[src/rtl/br_pkg.sv]
// Shared branch-mask definitions used by the allocator, the branch unit and the issue queues.
package br_pkg;

  localparam int WIDTH_BRM = 4;
  localparam int NUM_BR    = 2 ** WIDTH_BRM;

  typedef logic [NUM_BR-1:0] brmask_t;

endpackage

[src/rtl/br_kill_gen.sv]
// Combinational kill-mask generator: squashes every busy tag younger than the resolved one,
// with age measured as the offset from the current head of the circular window.
module br_kill_gen #(
  parameter  int WIDTH_BRM = br_pkg::WIDTH_BRM,
  localparam int NUM_BR    = 2 ** WIDTH_BRM
) (
  input  logic [WIDTH_BRM-1:0] head,
  input  logic [NUM_BR-1:0]    busy,
  input  logic [WIDTH_BRM-1:0] res_tag,
  output logic [NUM_BR-1:0]    kill_mask,
  output logic [WIDTH_BRM-1:0] res_off
);

  // Modular subtraction gives the age offset directly, so wrap-around needs no special case.
  assign res_off = res_tag - head;

  generate
    for (genvar gi = 0; gi < NUM_BR; gi++) begin : g_tag
      logic [WIDTH_BRM-1:0] tag_off;
      assign tag_off       = WIDTH_BRM'(gi) - head;
      assign kill_mask[gi] = busy[gi] && (tag_off > res_off);
    end
  endgenerate

endmodule

[src/rtl/br_alloc.sv]
// Branch-tag allocator: hands out tags from a circular window, retires resolved tags in order
// and squashes younger tags on a mispredict, broadcasting the registered kill mask.
module br_alloc #(
  parameter  int WIDTH_BRM = br_pkg::WIDTH_BRM,
  localparam int NUM_BR    = 2 ** WIDTH_BRM
) (
  input  logic                 i_clk,
  input  logic                 i_rst_n,
  input  logic                 i_alloc_req,
  output logic                 o_alloc_ready,
  output logic [WIDTH_BRM-1:0] o_alloc_tag,
  output logic [NUM_BR-1:0]    o_brmask,
  input  logic                 i_res_valid,
  input  logic [WIDTH_BRM-1:0] i_res_tag,
  input  logic                 i_res_mispredict,
  output logic                 o_kill_valid,
  output logic [NUM_BR-1:0]    o_kill_mask,
  output logic                 o_empty
);

  localparam logic [WIDTH_BRM:0]   CNT_ONE  = 1;
  localparam logic [WIDTH_BRM:0]   CNT_FULL = NUM_BR;
  localparam logic [WIDTH_BRM-1:0] HEAD_ONE = 1;

  logic [WIDTH_BRM-1:0] head_reg, head_next;
  logic [WIDTH_BRM:0]   count_reg, count_next;
  logic [NUM_BR-1:0]    busy_reg, busy_next;
  logic [NUM_BR-1:0]    done_reg, done_next;
  logic                 kill_valid_reg;
  logic [NUM_BR-1:0]    kill_mask_reg;

  logic [WIDTH_BRM-1:0] tail;
  logic [NUM_BR-1:0]    kill_mask;
  logic [WIDTH_BRM-1:0] res_off;
  logic                 mispredict_req;
  logic                 grant;
  logic                 res_accept;
  logic                 kill_fire;
  logic                 retire;

  br_kill_gen #(.WIDTH_BRM(WIDTH_BRM)) u_kill_gen (
    .head      (head_reg),
    .busy      (busy_reg),
    .res_tag   (i_res_tag),
    .kill_mask (kill_mask),
    .res_off   (res_off)
  );

  assign tail           = head_reg + count_reg[WIDTH_BRM-1:0];
  // A presented mispredict blocks allocation even if the tag turns out not to be busy.
  assign mispredict_req = i_res_valid && i_res_mispredict;
  assign o_alloc_ready  = (count_reg != CNT_FULL) && !mispredict_req;
  assign o_alloc_tag    = tail;

  assign grant      = i_alloc_req && o_alloc_ready;
  assign res_accept = i_res_valid && busy_reg[i_res_tag];
  assign kill_fire  = res_accept && i_res_mispredict;
  assign retire     = busy_reg[head_reg] && done_reg[head_reg];

  always_comb begin
    head_next  = head_reg;
    count_next = count_reg;
    busy_next  = busy_reg;
    done_next  = done_reg;

    if (grant) begin
      busy_next[tail] = 1'b1;
      done_next[tail] = 1'b0;
      count_next      = count_reg + CNT_ONE;
    end

    if (res_accept) begin
      done_next[i_res_tag] = 1'b1;
      if (kill_fire) begin
        busy_next  = busy_next & ~kill_mask;
        count_next = {1'b0, res_off} + CNT_ONE;
      end
    end

    // The head is never in the kill set, so retiring it composes cleanly with a mispredict.
    if (retire) begin
      busy_next[head_reg] = 1'b0;
      head_next           = head_reg + HEAD_ONE;
      count_next          = count_next - CNT_ONE;
    end
  end

  always_ff @(posedge i_clk or negedge i_rst_n) begin
    if (!i_rst_n) begin
      head_reg       <= '0;
      count_reg      <= '0;
      busy_reg       <= '0;
      done_reg       <= '0;
      kill_valid_reg <= 1'b0;
      kill_mask_reg  <= '0;
    end else begin
      head_reg       <= head_next;
      count_reg      <= count_next;
      busy_reg       <= busy_next;
      done_reg       <= done_next;
      kill_valid_reg <= kill_fire;
      kill_mask_reg  <= kill_fire ? kill_mask : '0;
    end
  end

  assign o_brmask     = busy_reg;
  assign o_empty      = (count_reg == '0);
  assign o_kill_valid = kill_valid_reg;
  assign o_kill_mask  = kill_mask_reg;

endmodule
[config.mk]
export PLATFORM = sky130hd
export DESIGN_NAME = br_alloc
export DESIGN_NICKNAME = d
export VERILOG_FILES = /design/src/rtl/br_pkg.sv /design/src/rtl/br_kill_gen.sv /design/src/rtl/br_alloc.sv
export SDC_FILE = /design/constraint.sdc
export NUM_CORES = 1
export LEC_CHECK = 0
export ABC_AREA = 1
export BUFFER_PORTS_ARGS = -buffer_cell sky130_fd_sc_hd__buf_2
export CAP_MARGIN = 20
export CORE_MARGIN = 10
export CORE_UTILIZATION = 65
export DETAILED_ROUTE_END_ITERATION = 16
export PLACE_DENSITY = 0.87
export REMOVE_ABC_BUFFERS = 1
export SLEW_MARGIN = 20
export SYNTH_ARGS = -nofsm -noshare
export SYNTH_HDL_FRONTEND = slang
export SYNTH_HIERARCHICAL = 1
export SYNTH_SLANG_ARGS = --single-unit
[constraint.sdc]
create_clock -name i_clk -period 4.75 [get_ports i_clk]
set_clock_uncertainty 0.1 [all_clocks]
set_input_delay 0.95 -clock i_clk [delete_from_list [all_inputs] [get_ports i_clk]]
set_output_delay 0.95 -clock i_clk [all_outputs]
set_load 0.005 [all_outputs]
After elaboration in Yosys (flattened, before gate mapping)
Index checks and enable logic that the tools add are counted.
Word-level totals
  register bits: 58
  word-level logic and storage cells: 109
  input port bits: 9
Operators by class
  bitwise logic cells: 8
  reduce and logical (&&, ||, !) cells: 27
  equal/unequal tests: 1
  magnitude comparators: 22
  multiplexer cells: 23
  add/sub/neg operators: 22
Operators by type and width (number)
  16-bit two-way mux: 7
  4-bit greater-than comparator: 16
  16-bit bitwise AND: 3
  16-bit NOT: 3
  16-bit OR: 2
  4-bit subtractor, first input constant: 8
  1-bit logical AND: 25
  5-bit two-way mux: 4
  3-bit by 4-bit subtractor with 4-bit output, first input constant: 4
  4-bit by 5-bit < comparator with 1-bit output, second input constant: 3
  1-bit binary-select mux with 4-bit select: 3
  1-bit demux with 4-bit select: 3
  4-bit by 1-bit >= comparator with 1-bit output, second input constant: 3
  1-bit by 4-bit subtractor with 4-bit output, first input constant: 2
  2-bit by 4-bit subtractor with 4-bit output, first input constant: 2
  1-bit two-way mux: 6
  4-bit by 1-bit adder with 5-bit output, second input constant: 1
  5-bit by 1-bit adder with 5-bit output, second input constant: 1
  5-bit zero test: 1
  5-bit inequality test, second input constant: 1
  5-bit by 1-bit subtractor with 5-bit output, second input constant: 1
  4-bit by 1-bit adder with 4-bit output, second input constant: 1
  4-bit adder: 1
  4-bit subtractor: 1
  1-bit zero test: 1

Longest topological paths before layout
  depth after elaboration: 12
  mapped depth: 18
  gate-level depth less buffers: 18

Hierarchy
Netlist, hierarchy kept.
Modules (own cells, without submodules)
  br_alloc: area each 3425.8 um^2, cells each 469, instances 1, sequential area each 1451.4 um^2
  br_kill_gen: area each 1300.0 um^2, cells each 216, instances 1, sequential area each 0.0 um^2

Worst setup path before layout
No wires, ideal clock.
  kind: input-to-reg
  from: in i_res_tag[0]
  to: reg busy_reg[8], in the netlist o_brmask[8]
  slack: 1369 ps
  stages on the path: 14
  setup time: 77 ps
  arrival time: 3204 ps
  required time: 4573 ps
  cells stage by stage: inv_1 > ha_1 > inv_1 > fa_1 > xnor2_1 > ha_1 > inv_1 > o21bai_1 > a21oi_1 > nor2_1 > inv_1 > nor2_1 > or2_0 > a21oi_1
Between the ends
  longest elaborated chain between the ends: 9
Ends and longest elaborated chain
  start: declaration: line br_alloc.sv:14  | input logic [WIDTH_BRM-1:0] i_res_tag,
  4-bit subtractor (*): line br_kill_gen.sv:15  | assign res_off = res_tag - head;
  4-bit greater-than comparator (*): line br_kill_gen.sv:21  | assign kill_mask[gi] = busy[gi] && (tag_off > res_off);
  1-bit logical AND (*): line br_kill_gen.sv:21
  via kill_mask[8]: line br_alloc.sv:33  | logic [NUM_BR-1:0] kill_mask;
  16-bit NOT (*): line br_alloc.sv:75  | busy_next = busy_next & ~kill_mask;
  16-bit bitwise AND (*): line br_alloc.sv:75
  16-bit two-way mux (*): line br_alloc.sv:74  | if (kill_fire) begin
  16-bit two-way mux (*): line br_alloc.sv:72  | if (res_accept) begin
  16-bit bitwise AND (no line)
  16-bit two-way mux (*): line br_alloc.sv:81  | if (retire) begin
  via busy_next[8]: line br_alloc.sv:27  | logic [NUM_BR-1:0] busy_reg, busy_next;
  end signal: assignment: line br_alloc.sv:99  | busy_reg <= busy_next;
  end: declaration: line br_alloc.sv:27
The timed path passes the listed nets; every way through them passes the cells marked *. The select of a mux whose other input is x is not followed.
A chain may end at the register's enable or synchronous reset.

Worst setup path after layout
  from: in i_res_tag[0]
  to: reg busy_reg[13], in the netlist o_brmask[13]
Between the ends
  longest elaborated chain between the ends: 9
Ends and longest elaborated chain
  4-bit subtractor (*): line br_kill_gen.sv:15
  via res_off[1]: line br_alloc.sv:34  | logic [WIDTH_BRM-1:0] res_off;
  4-bit greater-than comparator (*): line br_kill_gen.sv:21
  1-bit logical AND (*): line br_kill_gen.sv:21
  via kill_mask[13]: line br_alloc.sv:33
  16-bit NOT (*): line br_alloc.sv:75
  16-bit bitwise AND (*): line br_alloc.sv:75
  16-bit two-way mux (*): line br_alloc.sv:74
  16-bit two-way mux (*): line br_alloc.sv:72
  16-bit bitwise AND (no line)
  16-bit two-way mux (*): line br_alloc.sv:81
  via busy_next[13]: line br_alloc.sv:27
Marked as above.

==> results.py <==
metrics = {
    "pwr": {
        "p_leak_uw": 0.00281,
        "netSwitchingPower_uw": 2470,
        "vdd_drop_max_v": 0.000435,
        "intPower_uw": 1920,
        "pwr-share-comb_pct": 70.7,
        "switching_share_pct": 56.4,
        "p_clk_share_pct": 9.3,
        "power_per_cell_area_mw_per_mm2": 850,
        "total_power_uw": 4390,
        "pwr-share-seq_pct": 20.0,
    },
    "layout": {
        "mostFrequentLayoutCell": "nand2_1",
        "area_growth_pct": 9.24,
        "utilization_pct": 71.9,
        "final_layout_size_suffix_gt1_share_pct": 13.0,
        "diodes": 0,
        "fin_nets": 781,
        "final_cell_mix": "202 x nand2_1, 91 x inv_1, 77 x nor2_1",
    },
    "outcome": {
        "status": "completed",
    },
    "clock_network": {
        "cts_root_buffer": "clkbuf_8",
        "htree_levels": 3,
        "ctsLongestPathBuffers": 2,
        "cts_buffers": 9,
        "postCtsSetupBuffers": 0,
        "clk_pin_slew_ps": 70,
        "cts.repair.resized": 0,
        "clock_latency_ps": 360,
        "cts_hold_buf": 0,
        "cts_tree": "built",
        "cts.sinks": 58,
    },
    "placement": {
        "globalplace.congestion": 0.928,
        "hpwl_mm": 10.8,
        "pre_cts_ws_ps": 891,
        "io_buffers": 47,
    },
    "synth": {
        "avgSynthCellArea_um2": 6.90,
        "syn_area_mm2": 0.00473,
        "ys_types": 39,
        "synth_ff_type": "dfrtp_1",
        "synth_edf_count": 0,
        "async_flop_share_pct": 100,
        "yosysWarnings": 6,
        "syn_inst": 685,
        "ys_ff_latch": 58,
        "yosysSeqAreaShare_pct": 30.7,
    },
    "routing": {
        "wl_per_cell_um": 17.6,
        "first_pass_iters": 5,
        "drt-met1-wl_mm": 6.11,
        "topRoutingLayerUsed": "met4",
        "dr_wl_met3_mm": 1.42,
        "wl_mm": 14.7,
        "num_vias": 4800,
        "drtAntennaViolNets": 0,
        "drt_iter0_drc": 498,
        "wl_met2_mm": 6.65,
        "drc": 0,
        "viasPerCell": 5.73,
    },
    "sta": {
        "setup_tns_ps": 0,
        "period_needed_ps": 3550,
        "max_freq_ghz": 0.281,
        "slew_violations": 0,
        "hold_violations": 0,
        "max_slew_margin_pct": 49.0,
        "setup_violations": 0,
        "rsz0062_at_grt": "false",
        "setup_slack_ps": 1200,
        "worst_pin_slew_ps": 765,
        "period_share_pct": 74.8,
    },
    "critical_path": {
        "cp_data_required_time_ps": 4890,
        "cpPeakStageDelay_ps": 470,
        "path_class": "in -> reg",
        "cp-end-kind": "flip-flop",
        "crit_slowest_cell": "fa_1",
        "path_cells": "buf_2, inv_1, ha_1, inv_1, fa_1, inv_1, ha_1, nor2_1, nor2_1, o21bai_1, o21ai_0, o21ai_2, nand2_1, nor2_1, inv_1, nor2_1, nor3_1",
        "start_kind": "input pin",
        "path_max_fanout": 20,
        "arrival_ps": 3690,
    },
    "grt": {
        "grt_usage_pct": 26.6,
        "overflow": 0,
        "grt_first_pass_wirelength_mm": 23.8,
        "antenna_found_initial": 0,
        "grt_pass1_vias": 4695,
        "grt_max_degree": 59,
    },
    "floorplan": {
        "die_area_mm2": 0.0111,
        "io_pins": 48,
        "core-area_mm2": 0.00718,
        "initial_core_util_pct": 65.9,
        "die_w_um": 105,
        "num_rows": 31,
        "fp.dieH_um": 105,
    },
    "flow_run": {
        "maxCapViolCount": 0,
    },
    "min_path": {
        "min_path_type": "reg -> reg",
    },
}
[cell type report]
type	instances	area, um2
clock inverter	3	15.0
fill	606	2010
sequential	58	1450
clock buffer	13	149
tap	99	124
inverter	96	365
timing repair buffer	53	280
multi-input combinational	515	2780
[critical path: cells and delay by family]
kind                     cells  cell delay [ps]
AO/OA/AOI/OAI                3              380
adder cells (fa/ha/maj)      3              950
buffers and inverters        5              810
AND/OR/NAND/NOR              6              580
[logic make-up after synthesis]
| group | Yosys count | share of synthesized area, % |
|---|---|---|
| AOI/OAI and AO/OA | 115 | 13.5 |
| and+or+nand+nor | 341 | 31.0 |
| DFF | 58 | 30.7 |
| buffers and inverters | 112 | 10.5 |
| xor gates and xnor gates | 20 | 3.71 |
| adders and majority gates | 39 | 10.6 |
[cells in the mapped netlist (2+ instances only)]
cell type,number,share of area [%]
buf_4,3,0.48
o21ai_0,37,3.9
inv_1,91,7.2
a31oi_1,10,1.3
o21ai_1,25,2.6
o21ai_2,2,0.37
nor3_2,3,0.64
nor2_1,77,6.1
nor3_1,3,0.32
nand3_2,2,0.42
dfrtp_1,58,31
inv_2,3,0.24
nand2_4,5,1.2
nor2_4,2,0.48
buf_6,3,0.71
ha_1,37,9.8
inv_4,2,0.26
nand2_2,6,0.79
buf_2,8,0.85
a21oi_1,29,3.1
o21bai_1,7,1.1
fa_1,2,0.85
xnor2_1,5,0.93
xor2_1,15,2.8
nand3_1,34,3.6
nand2_1,202,16
or2_0,2,0.26
[metal layers]
layer	track usage, %	vias to the layer above
met1	33.7	2220
li1	-	2263
met2	41.7	274
met5	0	-
met3	7.31	43
met4	10.9	0
[power groups by stage]
stage	clock (uW)	combinational, uW	sequential, uW
finish	409	3100	876
global route	429	3450	892
CTS	407	3030	867
detailed placement	0	3000	875
global placement	0	2880	867
floorplan	0	2070	875
[metrics by stage]
stage | instance area, um2 | cells | hold slack, ps
floorplan | 4590 | 669 | 348
global placement | 5000 | 821 | 367
detailed placement | 5000 | 821 | 378
CTS | 5160 | 837 | 393
global route | 5160 | 837 | 420
finish | 5160 | 837 | 391
[path summary, 6_finish.rpt]
| check | slack [ps] | startpoint | endpoint | cells after the start |
|---|---|---|---|---|
| hold reg to reg | 390 | done_reg[8] | done_reg[8] | 2 |
| setup / recovery | 1200 | i_res_tag[0] | o_brmask[13] | 17 |
| setup reg to reg | 1770 | head_reg[0] | o_brmask[2] | 9 |
| hold / removal | 390 | done_reg[8] | done_reg[8] | 2 |
| max in group asynchronous | 3390 | i_rst_n | o_kill_mask[10] | 2 |
| min in group asynchronous | 640 | i_rst_n | o_kill_mask[5] | 2 |
Note: power is estimated with default switching activity, not from simulation.
